--- src/rtl/gol_engine.sv ---
`default_nettype none
// ============================================================================
// Module      : gol_engine
// Description : Conway Game-of-Life evolution core for an 8x8 board.
//               Captures a seed board from the pattern loader, then evolves it
//               one generation per step pulse (IDLE) or once every TICK_DIV
//               clocks (RUN). Board, generation count and status flags are
//               all registered.
// Ports       : clk          - system clock, rising edge
//               rst          - asynchronous reset, active-low
//               load         - capture pattern_mat into the board
//               pattern_mat  - seed board, row 0 = [63:56], col 0 = row MSB
//               run          - 1 = free-run, 0 = single-step
//               step         - advance one generation (IDLE only)
//               board        - current generation
//               gen_count    - generations since last load, saturating
//               gen_valid    - 1-cycle pulse after each evolution
//               stable       - last evolution left the board unchanged
//               extinct      - board is all zero
// Config      : define GOL_TORUS_WRAP_EN for toroidal edge wrapping;
//               default treats cells outside the board as dead.
// Revision    : 1.0 - initial release
// ============================================================================
module gol_engine #(
   parameter int TICK_DIV = 25_000_000,
   parameter int CNT_W    = 25,
   parameter int GEN_W    = 16
) (
   input  logic             clk,
   input  logic             rst,
   input  logic             load,
   input  logic [63:0]      pattern_mat,
   input  logic             run,
   input  logic             step,
   output logic [63:0]      board,
   output logic [GEN_W-1:0] gen_count,
   output logic             gen_valid,
   output logic             stable,
   output logic             extinct
);

   typedef enum logic [0:0] {
      S_IDLE = 1'b0,
      S_RUN  = 1'b1
   } state_t;

   state_t           r_state;
   logic [CNT_W-1:0] r_presc;
   logic [63:0]      r_board;
   logic [GEN_W-1:0] r_gen;
   logic             r_gen_valid;
   logic             r_stable;
   logic             r_extinct;

   logic [63:0]      w_next;
   logic             w_tick;

   // Value of cell (r,c); coordinates may lie one step outside the board.
   function automatic logic f_cell(input logic [63:0] b, input int r, input int c);
      logic [5:0] v_idx;
`ifdef GOL_TORUS_WRAP_EN
      v_idx = 6'(63 - (8 * ((r + 8) % 8) + ((c + 8) % 8)));
      return b[v_idx];
`else
      if (r < 0 || r > 7 || c < 0 || c > 7) begin
         return 1'b0;
      end
      v_idx = 6'(63 - (8 * r + c));
      return b[v_idx];
`endif
   endfunction

   // One full generation of the life rule applied to every cell.
   function automatic logic [63:0] f_next(input logic [63:0] b);
      logic [63:0] v_out;
      logic [3:0]  v_cnt;
      logic        v_self;
      logic [5:0]  v_idx;
      v_out = '0;
      for (int r = 0; r < 8; r++) begin
         for (int c = 0; c < 8; c++) begin
            v_cnt = 4'd0;
            for (int dr = -1; dr <= 1; dr++) begin
               for (int dc = -1; dc <= 1; dc++) begin
                  if (dr != 0 || dc != 0) begin
                     v_cnt = v_cnt + {3'b000, f_cell(b, r + dr, c + dc)};
                  end
               end
            end
            v_idx        = 6'(63 - (8 * r + c));
            v_self       = b[v_idx];
            v_out[v_idx] = (v_cnt == 4'd3) || (v_self && (v_cnt == 4'd2));
         end
      end
      return v_out;
   endfunction

   assign w_next = f_next(r_board);
   assign w_tick = (r_presc == CNT_W'(TICK_DIV - 1));

   always_ff @(posedge clk or negedge rst) begin
      if (!rst) begin
         r_state     <= S_IDLE;
         r_presc     <= '0;
         r_board     <= '0;
         r_gen       <= '0;
         r_gen_valid <= 1'b0;
         r_stable    <= 1'b0;
         r_extinct   <= 1'b1;
      end else begin
         r_gen_valid <= 1'b0;
         if (load) begin
            // Load wins over everything and leaves the mode untouched.
            r_board   <= pattern_mat;
            r_gen     <= '0;
            r_stable  <= 1'b0;
            r_extinct <= (pattern_mat == 64'd0);
            r_presc   <= '0;
         end else if (r_state == S_IDLE && run) begin
            // Entering RUN swallows any simultaneous step.
            r_state <= S_RUN;
            r_presc <= '0;
         end else if (r_state == S_RUN && !run) begin
            r_state <= S_IDLE;
            r_presc <= '0;
         end else if ((r_state == S_IDLE && step) || (r_state == S_RUN && w_tick)) begin
            r_board     <= w_next;
            r_stable    <= (w_next == r_board);
            r_extinct   <= (w_next == 64'd0);
            r_gen_valid <= 1'b1;
            if (r_gen != '1) begin
               r_gen <= r_gen + GEN_W'(1);
            end
            r_presc <= '0;
         end else if (r_state == S_RUN) begin
            r_presc <= r_presc + CNT_W'(1);
         end
      end
   end

   assign board     = r_board;
   assign gen_count = r_gen;
   assign gen_valid = r_gen_valid;
   assign stable    = r_stable;
   assign extinct   = r_extinct;

endmodule
`default_nettype wire

--- config.mk ---
export PLATFORM = sky130hd
export DESIGN_NAME = gol_engine
export DESIGN_NICKNAME = d
export VERILOG_FILES = /design/src/rtl/gol_engine.sv
export SDC_FILE = /design/constraint.sdc
export NUM_CORES = 1
export LEC_CHECK = 0
export CAP_MARGIN = 20
export CORE_UTILIZATION = 28
export CTS_BUF_LIST = sky130_fd_sc_hd__clkbuf_4 sky130_fd_sc_hd__clkbuf_8 sky130_fd_sc_hd__clkbuf_16
export CTS_CLUSTER_SIZE = 28
export DETAILED_ROUTE_END_ITERATION = 6
export GPL_TIMING_DRIVEN = 0
export PLACE_DENSITY = 0.43
export SYNTH_ARGS = -nofsm -noshare
export SYNTH_HDL_FRONTEND = slang
export SYNTH_SLANG_ARGS = --single-unit
--- constraint.sdc ---
create_clock -name clk -period 6.2 [get_ports clk]
set_clock_uncertainty 0.05 [all_clocks]
set_input_delay 1.24 -clock clk [delete_from_list [all_inputs] [get_ports clk]]
set_output_delay 1.24 -clock clk [all_outputs]
set_load 0.02 [all_outputs]
==> impl_summary.log <==
[metrics] Synth async-reset ratio: 100%
[metrics] hold_ws: 511 ps
[metrics] biggest area consumer among synthesized cells: sky130_fd_sc_hd__fa_1
[metrics] setup-violating endpoint count in the final report: 0
[metrics] family with the most delay on the worst path: adder cells
[metrics] required time of the worst setup path: 6500 ps
[metrics] leading cell types by total area after synthesis: sky130_fd_sc_hd__fa_1 (26%), sky130_fd_sc_hd__dfrtp_1 (18%), sky130_fd_sc_hd__ha_1 (12%), sky130_fd_sc_hd__inv_1 (7.2%), sky130_fd_sc_hd__o21ai_0 (3.4%)
[metrics] share of the yosys chip area belonging to registers: 18.3%
[metrics] Max Clock Freq: 167 MHz
[metrics] Routed WL per cell: 28.2 microns
[metrics] number of antenna violations at the first check in global routing: 5
[metrics] count of unique library cells instantiated by Yosys: 77
[metrics] Slew Limit Fails: 0
[metrics] setup repair bufs after CTS: 0
[metrics] Die Footprint: 54100 sq um
[metrics] number of vias in the routed layout: 13900
[metrics] worst skew pair latency: 420 ps
[metrics] die outline height: 233 microns
[metrics] CTS buffer count: 9
[metrics] arrival time reported for the critical path endpoint: 6280 ps
[metrics] root buffer selected by CTS: sky130_fd_sc_hd__clkbuf_16
[metrics] Tcrit/Tclk final: 96.5%
[metrics] classification of the worst setup path: flop to flop
[metrics] total number of placement rows: 84
[metrics] EDFF count, synth: 0
[metrics] Synth Net Count: 2043
[metrics] first-pass detailed-route iteration total: 5
[metrics] worst flop-to-flop path startpoint: board[27]
[metrics] DRC violations left: 0
[metrics] standard cell core area: 52600 sq um
[metrics] Area Overhead vs Synth: 18.4%
[metrics] clock tree from TritonCTS: yes
[metrics] number of vias per cell: 5.56
[metrics] worst hold endpoint: r_presc[22]
[metrics] nature of the critical path startpoint: flop
[metrics] relative slew slack: 24.9%
[metrics] DIE WIDTH: 233 microns
[metrics] critical hold path startpoint: r_presc[22]
[metrics] CTS Sinks: 109
[metrics] net count of the finished layout: 2208
[metrics] number of instances in the synthesized netlist: 1639
[metrics] area of the mapped netlist: 14900 sq um
[metrics] Synth top area share: 26.4%
[metrics] all-layer global routing usage: 26.4%
[metrics] status: complete, no violations
[metrics] Clock transition at path regs: 100 ps
[metrics] Routed Antenna Nets: 0
[metrics] starting density of the core: 28.3%
[metrics] post-layout min period: 5980 ps
[metrics] largest stage delay on the critical path: 780 ps
[metrics] pin count of the biggest net entering global routing: 65
[metrics] vias in the first global route: 13900
[metrics] actual slew at the worst max-slew pin: 1110 ps
[metrics] ordered cell list for the critical path: inv_1 > fa_1 > fa_1 > fa_1 > inv_1 > ha_1 > fa_1 > and4b_1 > a21o_1 > o21ai_0 > o21ai_0 > or4b_2 > or4_1 > o21ai_1
[metrics] Max Root-Sink Buffers: 2
[metrics] wire length of the first global-routing pass: 100 mm
[metrics] most frequently used flop master after synthesis: sky130_fd_sc_hd__dfrtp_1
[metrics] sum of net half-perimeters after detailed placement: 57.6 mm
[metrics] Gates resized, CTS repair: 0
[metrics] most frequent cell on the critical path: sky130_fd_sc_hd__fa_1
[metrics] warning count from the yosys run: 0
[metrics] maximum fanout along the worst path: 7
[metrics] Avg Synthesized Cell Area: 9.08 sq um
[metrics] number of endpoints with negative hold slack in the final report: 0
[metrics] unrepaired setup endpoints after global routing: false
[metrics] fraction of layout cells with a size suffix above 1: 2.38%
[metrics] Routed Wire Length: 70.4 mm
[metrics] Post-CTS Hold Buffers: 0
[metrics] Final Wtd Congestion: 0.980
[metrics] maxcap violations: 0
[metrics] Hold Path Cell Cnt: 2
[metrics] boundary pin count: 152
[metrics] class of the worst hold path: flop to flop
[metrics] number of violations reported at the end of detailed-routing iteration 0: 1411
[metrics] input/output buffers: 150
[metrics] Slowest-stage cell, CP: sky130_fd_sc_hd__or4b_2
[metrics] Max H-tree Level: 3
[metrics] R2R Setup Slk: 220 ps
[metrics] grt total ovfl: 0
[metrics] buffer and inverter count on the worst path: 2
[metrics] r2r worst-path depth: 14
[metrics] register bit total from synthesis: 109
[metrics] type of destination of the critical path: flop
[metrics] endpoint of the worst-slack reg-to-reg timing path: extinct
[metrics] diode count: 0
[placed cells by master, fill, tap and decap left out, types with 6 or more instances in the layout]
cell,synthesis,final
sky130_fd_sc_hd__a211oi_1,12,12
sky130_fd_sc_hd__a21o_1,6,6
sky130_fd_sc_hd__a21oi_1,59,59
sky130_fd_sc_hd__a222oi_1,13,13
sky130_fd_sc_hd__a22oi_1,36,36
sky130_fd_sc_hd__a31oi_1,9,9
sky130_fd_sc_hd__and2_1,7,7
sky130_fd_sc_hd__and3_1,23,23
sky130_fd_sc_hd__and3b_1,10,10
sky130_fd_sc_hd__and4b_1,6,6
sky130_fd_sc_hd__clkbuf_1,31,31
sky130_fd_sc_hd__clkbuf_16,0,9
sky130_fd_sc_hd__clkdlybuf4s50_1,0,149
sky130_fd_sc_hd__dfrtp_1,108,108
sky130_fd_sc_hd__fa_1,196,196
sky130_fd_sc_hd__ha_1,139,139
sky130_fd_sc_hd__inv_1,286,286
sky130_fd_sc_hd__mux2i_1,8,8
sky130_fd_sc_hd__nand2_1,109,109
sky130_fd_sc_hd__nand2b_1,21,21
sky130_fd_sc_hd__nand3_1,29,29
sky130_fd_sc_hd__nand4_1,40,40
sky130_fd_sc_hd__nand4b_1,6,6
sky130_fd_sc_hd__nor2_1,110,110
sky130_fd_sc_hd__nor2b_1,32,32
sky130_fd_sc_hd__nor3_1,20,20
sky130_fd_sc_hd__nor3b_1,17,17
sky130_fd_sc_hd__nor4_1,31,31
sky130_fd_sc_hd__nor4bb_1,7,7
sky130_fd_sc_hd__o21ai_0,102,102
sky130_fd_sc_hd__o21bai_1,11,11
sky130_fd_sc_hd__o221ai_1,7,7
sky130_fd_sc_hd__o22ai_1,10,10
sky130_fd_sc_hd__o32ai_1,7,7
sky130_fd_sc_hd__or3_1,10,10
sky130_fd_sc_hd__or4_1,7,7
sky130_fd_sc_hd__xnor2_1,12,12
sky130_fd_sc_hd__xor2_1,16,16
[layer usage]
layer | GRT usage [%] | vias to the layer above | wire, microns
li1 | - | 6006 | -
met1 | 36.3 | 7125 | 30800
met2 | 40.9 | 620 | 31200
met3 | 4.23 | 128 | 5030
met4 | 11.0 | 6 | 3250
met5 | 0 | - | 64
[kinds of logic after synthesis]
| logic type | after synthesis | share of synthesized area [%] |
|---|---|---|
| AND/OR/NAND/NOR | 508 | 18.6 |
| multiplexers | 8 | 0.538 |
| buffers and inverters | 323 | 8.23 |
| flip-flops | 109 | 18.3 |
| AO/OA/AOI/OAI | 328 | 14.6 |
| XOR/XNOR | 28 | 1.65 |
| adder cells (fa/ha/maj) | 335 | 38.0 |
[worst reg2reg max path: stages, from the launching register on]
cell                      delay (ps)
sky130_fd_sc_hd__dfrtp_1         490
sky130_fd_sc_hd__inv_1           610
sky130_fd_sc_hd__fa_1            560
sky130_fd_sc_hd__fa_1            470
sky130_fd_sc_hd__fa_1            490
sky130_fd_sc_hd__inv_1            50
sky130_fd_sc_hd__ha_1            210
sky130_fd_sc_hd__fa_1            450
sky130_fd_sc_hd__and4b_1         210
sky130_fd_sc_hd__a21o_1          200
sky130_fd_sc_hd__o21ai_0         370
sky130_fd_sc_hd__o21ai_0         320
sky130_fd_sc_hd__or4b_2          780
sky130_fd_sc_hd__or4_1           530
sky130_fd_sc_hd__o21ai_1         150
[through the flow]
stage / area, sq um / utilization, % / setup TNS, ps / std cells / worst slack (ps)
finish: 17600 / 33.5 / 0 / 2497 / 219
global route: 17600 / 33.5 / 0 / 2497 / 75.1
CTS: 17600 / 33.5 / 0 / 2497 / 338
detailed placement: 17300 / 32.9 / 0 / 2481 / 368
global placement: 17200 / 32.8 / -176890 / 2477 / -1660
floorplan: 14900 / - / 0 / 1639 / 1270
[worst max path at each step]
stage / startpoint / end / cells past startpoint
3_3_place_gp: rst / board[26] / 1
3_5_place_dp: board[29] / stable / 14
4_1_cts: board[29] / stable / 14
5_1_grt: board[27] / extinct / 14
6_report: board[27] / extinct / 14
2_1_floorplan: board[29] / stable / 14
[Yosys cell counts (4+ instances only)]
| library cell | instances |
|---|---|
| sky130_fd_sc_hd__o221a_2 | 5 |
| sky130_fd_sc_hd__a221oi_1 | 5 |
| sky130_fd_sc_hd__o22ai_1 | 10 |
| sky130_fd_sc_hd__nand4b_1 | 6 |
| sky130_fd_sc_hd__or3_1 | 10 |
| sky130_fd_sc_hd__clkbuf_1 | 31 |
| sky130_fd_sc_hd__fa_1 | 196 |
| sky130_fd_sc_hd__and4b_1 | 6 |
| sky130_fd_sc_hd__nor2b_1 | 32 |
| sky130_fd_sc_hd__a222oi_1 | 13 |
| sky130_fd_sc_hd__xor2_1 | 16 |
| sky130_fd_sc_hd__nor3b_1 | 17 |
| sky130_fd_sc_hd__ha_1 | 139 |
| sky130_fd_sc_hd__nor4bb_1 | 7 |
| sky130_fd_sc_hd__a21oi_1 | 59 |
| sky130_fd_sc_hd__or4_1 | 7 |
| sky130_fd_sc_hd__nand3b_1 | 5 |
| sky130_fd_sc_hd__mux2i_1 | 8 |
| sky130_fd_sc_hd__a2bb2oi_1 | 4 |
| sky130_fd_sc_hd__a31oi_1 | 9 |
| sky130_fd_sc_hd__xnor2_1 | 12 |
| sky130_fd_sc_hd__a211oi_1 | 12 |
| sky130_fd_sc_hd__nor4_1 | 31 |
| sky130_fd_sc_hd__nand2_1 | 109 |
| sky130_fd_sc_hd__nor3_1 | 20 |
| sky130_fd_sc_hd__o21ai_0 | 102 |
| sky130_fd_sc_hd__a22oi_1 | 36 |
| sky130_fd_sc_hd__nand3_1 | 29 |
| sky130_fd_sc_hd__a21o_1 | 6 |
| sky130_fd_sc_hd__and3_1 | 23 |
| sky130_fd_sc_hd__o21bai_1 | 11 |
| sky130_fd_sc_hd__o32ai_1 | 7 |
| sky130_fd_sc_hd__and2_1 | 7 |
| sky130_fd_sc_hd__dfrtp_1 | 108 |
| sky130_fd_sc_hd__a2111oi_0 | 4 |
| sky130_fd_sc_hd__nand4_1 | 40 |
| sky130_fd_sc_hd__o2111ai_1 | 4 |
| sky130_fd_sc_hd__and3b_1 | 10 |
| sky130_fd_sc_hd__o221ai_1 | 7 |
| sky130_fd_sc_hd__inv_1 | 286 |
| sky130_fd_sc_hd__nand2b_1 | 21 |
| sky130_fd_sc_hd__nor2_1 | 110 |
[area by class of cell]
| type | instances | area [sq um] |
|---|---|---|
| Multi-Input combinational cell | 1207 | 10900 |
| Sequential cell | 109 | 2730 |
| Fill cell | 5537 | 34900 |
| Clock buffer | 9 | 225 |
| Inverter | 286 | 1070 |
| Clock inverter | 7 | 96.3 |
| Buffer | 37 | 151 |
| Timing Repair Buffer | 154 | 1560 |
| Tap cell | 688 | 861 |
[sequential cells by signal, indices dropped and copies added (netlist names)]
name	count
extinct	1
board	64
r_presc	25
gen_valid	1
stable	1
gen_count	16
r_state	1
Power is not shown: default switching activity piles up to over one toggle a cycle in this logic, so the estimate is an artifact.
